File: config.mk
export PLATFORM = sky130hd
export DESIGN_NAME = sample_interpolator
export DESIGN_NICKNAME = d
export VERILOG_FILES = /design/src/rtl/sample_interpolator.sv
export SDC_FILE = /design/constraint.sdc
export NUM_CORES = 1
export LEC_CHECK = 0
export ABC_AREA = 1
export CAP_MARGIN = 20
export CORE_AREA = 2 2 123 125
export CTS_BUF_LIST = sky130_fd_sc_hd__clkbuf_2 sky130_fd_sc_hd__clkbuf_4 sky130_fd_sc_hd__clkbuf_8
export CTS_CLUSTER_DIAMETER = 100
export DETAILED_ROUTE_END_ITERATION = 8
export DIE_AREA = 0 0 125 127
export GPL_TIMING_DRIVEN = 0
export SLEW_MARGIN = 20
export SYNTH_ARGS = -nofsm -noshare
export SYNTH_HDL_FRONTEND = slang
export SYNTH_SLANG_ARGS = --single-unit
File: constraint.sdc
create_clock -name ipClk -period 1.9 [get_ports ipClk]
set_input_delay 0.38 -clock ipClk [delete_from_list [all_inputs] [get_ports ipClk]]
set_output_delay 0.38 -clock ipClk [all_outputs]
set_load 0.005 [all_outputs]
File: src/rtl/sample_interpolator.sv
// sample_interpolator: upsamples a sample stream by 2^RATE_LOG2 output ticks per input sample.
// Define SAMPLE_INTERPOLATOR_LINEAR_EN for linear interpolation; otherwise zero-order hold.
module sample_interpolator #(
    parameter int DATA_W    = 16,
    parameter int CLK_DIV   = 256,
    parameter int RATE_LOG2 = 2
) (
    input  logic              ipClk,
    input  logic              ipReset,
    input  logic              ipEnable,
    input  logic [DATA_W-1:0] ipSample,
    input  logic              ipValid,
    output logic              opReady,
    output logic [DATA_W-1:0] opSample,
    output logic              opStrobe,
    output logic [15:0]       opUnderrunCount,
    output logic [1:0]        opState
);
    localparam int CNT_W  = $clog2(CLK_DIV);
    localparam int STEP_W = (RATE_LOG2 > 0) ? RATE_LOG2 : 1;
    localparam int ACC_W  = DATA_W + 1 + RATE_LOG2;
    localparam logic [CNT_W-1:0]  CNT_LAST  = CNT_W'(CLK_DIV - 1);
    localparam logic [STEP_W-1:0] STEP_LAST = STEP_W'((1 << RATE_LOG2) - 1);

    typedef enum logic [1:0] {IDLE = 2'd0, PRIME = 2'd1, RUN = 2'd2, UNDERRUN = 2'd3} state_t;

    state_t                   state_q, state_d;
    logic [CNT_W-1:0]         cnt_q, cnt_d;
    logic [STEP_W-1:0]        step_q, step_d;
    logic signed [DATA_W-1:0] cur_q, cur_d, next_q, next_d, pend_q, pend_d, out_q, out_d;
    logic                     pend_valid_q, pend_valid_d, got_q, got_d;
    logic signed [ACC_W-1:0]  acc_q, acc_d, acc_new;
    logic [15:0]              urun_q, urun_d;
    logic                     tick, seg_end, accept;

    assign tick    = (state_q != IDLE) && (cnt_q == CNT_LAST);
    assign seg_end = tick && (state_q == RUN) && (step_q == STEP_LAST);
    assign accept  = ipValid && opReady;

`ifdef SAMPLE_INTERPOLATOR_LINEAR_EN
    logic signed [DATA_W:0] delta;
    // One extra bit keeps Next-Cur exact for full-scale swings such as 0x7FFF -> 0x8000.
    assign delta   = {next_q[DATA_W-1], next_q} - {cur_q[DATA_W-1], cur_q};
    assign acc_new = acc_q + ACC_W'(delta);
`else
    assign acc_new = acc_q;
`endif

    always_ff @(posedge ipClk) begin
        state_q <= ipReset ? IDLE : state_d;
    end

    always_comb begin
        state_d = state_q;
        if (!ipEnable)
            state_d = IDLE;
        else if (state_q == IDLE)
            state_d = PRIME;
        else if (state_q == PRIME && accept && got_q)
            state_d = RUN;
        else if (seg_end && !pend_valid_q && !accept)
            state_d = UNDERRUN;
        else if (state_q == UNDERRUN && accept)
            state_d = RUN;
    end

    // Handshake and strobe are withheld while leaving for IDLE so no sample is silently dropped.
    assign opReady  = ipEnable && !ipReset &&
                      (state_q == PRIME || state_q == UNDERRUN || (state_q == RUN && !pend_valid_q));
    assign opStrobe = ipEnable && !ipReset && tick && (state_q == RUN);
    assign opState  = state_q;
    assign opSample = out_q;
    assign opUnderrunCount = urun_q;

    always_comb begin
        cnt_d        = (state_q == IDLE || !ipEnable || tick) ? '0 : cnt_q + CNT_W'(1);
        step_d       = step_q;
        cur_d        = cur_q;
        next_d       = next_q;
        pend_d       = pend_q;
        pend_valid_d = pend_valid_q;
        got_d        = got_q;
        acc_d        = acc_q;
        out_d        = out_q;
        urun_d       = urun_q;
        if (!ipEnable) begin
            pend_valid_d = 1'b0;
            step_d       = '0;
            out_d        = '0;
            got_d        = 1'b0;
        end else begin
            case (state_q)
                IDLE: out_d = '0;
                PRIME: begin
                    if (accept && !got_q) begin
                        cur_d = $signed(ipSample);
                        got_d = 1'b1;
                    end else if (accept) begin
                        next_d = $signed(ipSample);
                        acc_d  = ACC_W'(cur_q) <<< RATE_LOG2;
                        out_d  = cur_q;
                        step_d = '0;
                        got_d  = 1'b0;
                    end
                end
                RUN: begin
                    if (accept && !seg_end) begin
                        pend_d       = $signed(ipSample);
                        pend_valid_d = 1'b1;
                    end
                    if (tick) begin
                        acc_d  = acc_new;
                        out_d  = seg_end ? next_q : acc_new[RATE_LOG2+DATA_W-1:RATE_LOG2];
                        step_d = seg_end ? '0 : step_q + STEP_W'(1);
                    end
                    if (seg_end) begin
                        cur_d = next_q;
                        acc_d = ACC_W'(next_q) <<< RATE_LOG2;
                        if (pend_valid_q) begin
                            next_d       = pend_q;
                            pend_valid_d = 1'b0;
                        end else if (accept)
                            next_d = $signed(ipSample);
                        else
                            urun_d = (urun_q == 16'hFFFF) ? urun_q : urun_q + 16'd1;
                    end
                end
                UNDERRUN: begin
                    if (accept) begin
                        next_d = $signed(ipSample);
                        step_d = '0;
                    end
                end
            endcase
        end
    end

    always_ff @(posedge ipClk) begin
        if (ipReset) begin
            cnt_q        <= '0;
            step_q       <= '0;
            cur_q        <= '0;
            next_q       <= '0;
            pend_q       <= '0;
            pend_valid_q <= 1'b0;
            got_q        <= 1'b0;
            acc_q        <= '0;
            out_q        <= '0;
            urun_q       <= '0;
        end else begin
            cnt_q        <= cnt_d;
            step_q       <= step_d;
            cur_q        <= cur_d;
            next_q       <= next_d;
            pend_q       <= pend_d;
            pend_valid_q <= pend_valid_d;
            got_q        <= got_d;
            acc_q        <= acc_d;
            out_q        <= out_d;
            urun_q       <= urun_d;
        end
    end
endmodule

==> qor.yml <==
status: "finished, violations left"
violations: "setup timing"
cp.arrival_ns: 2.29
io_buffers: 54
synth.distinct_cells: 31
synth_nets: 919
synth_edf_count: 0
synth.largest_area_cell: "dfxtp_1"
fp.coreArea_sq_um: 14400
yosysTopAreaCellShare_pct: 38.6
final_layout_size_suffix_gt1_share_pct: 21.5
antenna_found_initial: 0
r2r.worst_path.cells: 13
num_rows: 44
start_util_pct: 39.6
critPathKind: "flip-flop to flip-flop"
grt_pass1_wl_um: 27400
wl_per_cell_um: 14.2
netSwitchingPower_w: 0.00110
dr.pass1.iters: 5
ant_nets: 0
internal_power_w: 0.00304
cp.required_ns: 2.21
multiInputGateArea_sq_um: 3440
n_fill_cell: 1494
first_global_vias: 5527
p_leak_nw: 3.49
syn_inst: 891
drt_iter0_markers: 429
vdd_drop_max_mv: 0.460
syn_area_sq_um: 5710
dp_hpwl_um: 11400
area_growth_pct: 36.2
netlist_top_cells_area: "dfxtp_1 39%, nand2_1 21%, nor2_1 8.4%"
tritoncts: "built"
finalCriticalPeriod_ns: 1.98
wirelength_um: 17000
synth_warnings: 0
clock_path_buffers: 2
yosys-top-cells-count: "324 x nand2_1, 128 x nor2_1, 110 x dfxtp_1"
startpoint: "opState[0]$_SDFFE_PP0P_"
swShare_pct: 26.5
nets: 1035
synth_seq_cells: 110
cts_hold_buf: 0
final_cells: 1195
hold_class: "input port to flip-flop"
io-pin-count: 56
drc: 0
vias: 5900
yosys_most_used_dff: "dfxtp_1"
grt_overflow: 0
final-setup-viol-count: 74
async_reset_ff_share_pct: 0
min_from: "ipReset"
dp.cells: 1129
period_share_pct: 104
vias_per_cell: 4.94
die_w_um: 125
final_hold_viol_count: 0
clkSinkCount: 110
ys_seq_area_share_pct: 38.6
hold_path_depth: 2
regArea_sq_um: 2210
relSlewSlack_pct: 53.0
whs_ns: 0.307
rsz0062_at_grt: "yes"
clk_pin_slew_ns: 0.11
clkLatencyLatePin_ns: 0.40
max_freq_mhz: 505
power_frac_comb_pct: 9.4
endpoint_kind: "flip-flop"
max_slew.worst_pin.slew_ns: 0.705
p_seq_share_pct: 56.5
die-area_sq_um: 15900
startpoint_type: "flip-flop"
synth.most_common_cell: "nand2_1"
maxCapViolCount: 0
cts_made_buffers: 9
place_congestion: 0.859
crit_fanout: 10
skew_ns: 0.0126
avgSynthCellArea_sq_um: 6.41
finalWorstSetupSlack_ns: -0.0806
chipHeight_um: 127
grt_max_degree: 17
crit-reg2reg-launch: "opState[0]$_SDFFE_PP0P_"
htree_levels: 3
track_usage_pct: 21.5
cts-root-buf: "clkbuf_8"
diodes: 0
drv_slew: 0
p_clk_share_pct: 34.1
p_per_area_nw_per_um2: 533
-- sequential cells by signal, indices dropped and copies added, names as in the netlist --
name and flops:
opUnderrunCount 16, got_q 1, pend_q 16, pend_valid_q 1, acc_new 16, next_q 16, opState 2, cnt_q 8
cur_q 16, step_q 2, opSample 16
-- cell type report --
cell class,count,share of cell area [%]
plain buffers,41,4.06
well taps,184,2.96
repair buffers,107,13.8
inverters,81,4.12
clock buffers,12,2.04
flip-flops and latches,110,28.5
multi-input cells,657,44.3
clock inverters,3,0.241
-- metrics by stage --
stage                     instance area (sq um)  power (W)  util (%)  setup TNS, ns  setup slack, ns
after global routing                       7770    0.00428      53.9          -9.41           -0.170
after floorplan                            5740    0.00257         -        -0.0611         -0.00662
after CTS                                  7280    0.00413      50.4         -0.172          -0.0617
after global placement                     6510    0.00269      45.1         -63.56           -0.954
after detailed placement                   6510    0.00269      45.1         -63.65           -0.931
final                                      7770    0.00414      53.9          -2.59          -0.0806
-- worst paths after layout --
check                                    end  slack [ns]
min reg2reg           pend_q[0]$_SDFFE_PP0P_        0.46
max                    cur_q[2]$_SDFFE_PP0P_       -0.08
min          opUnderrunCount[0]$_SDFFE_PP0P_        0.31
max reg2reg            cur_q[2]$_SDFFE_PP0P_       -0.08
-- critical path: stages, from the launching register on --
cell     delay [ns]
dfxtp_4        0.38
inv_4          0.08
ha_4           0.16
nand2_2        0.07
nand2_4        0.10
nand3_4        0.10
nor2_4         0.18
nand2_4        0.10
buf_4          0.15
a21oi_4        0.22
buf_6          0.17
nand2_1        0.05
nand2_1        0.08
nor2_1         0.05
-- cells by family (layout without fill, tap and decap cells) --
kind of cell    after synthesis  after routing  synth area share, %
compound gates              125            125                 12.8
xor+xnor                     13             13                 1.99
fa+ha+maj                     8              8                 1.75
buf+inv                     125            244                 8.77
flops                       110            110                 38.6
simple gates                510            511                 36.1
-- cell usage in the layout, fill, tap and decap left out, types with 6 or more instances in the layout --
master             n
buf_4             38
clkbuf_8          11
nand2_2           41
nor2_4            10
nand3_4            6
a21oi_1           38
inv_1             71
nor2_2             7
nand2_4           11
buf_2              7
buf_6             20
clkbuf_1           7
xor2_1            10
dfxtp_1          104
o211ai_1          19
nor2_1           115
o21ai_0           31
a21oi_2           15
nand3_1           33
clkdlybuf4s50_1   51
nand2_1          274
a21boi_0          16
-- power by group through the flow --
stage	logic (W)	clock network [W]	registers, W
after floorplan	0.000181	0	0.00239
after global placement	0.000294	0	0.00239
after detailed placement	0.000296	0	0.00239
after CTS	0.000346	0.00145	0.00234
after global routing	0.000428	0.00151	0.00234
final	0.000389	0.00141	0.00234
-- routing by layer --
layer | vias to the layer above | GRT usage (%) | part of all wire, %
met2 | 125 | 37.6 | 49
met1 | 2730 | 27.1 | 45
met3 | 29 | 4.31 | 3.9
met5 | - | 0 | 0
li1 | 3016 | - | -
met4 | 0 | 6.14 | 2.5
-- timing repair --
action	CTS	global route
setup endpoints to repair	103	102
setup buffers	30	16
resized for setup	110	100
pin swaps	13	35
gates cloned	4	4
Note: power is estimated with default switching activity, not from simulation.
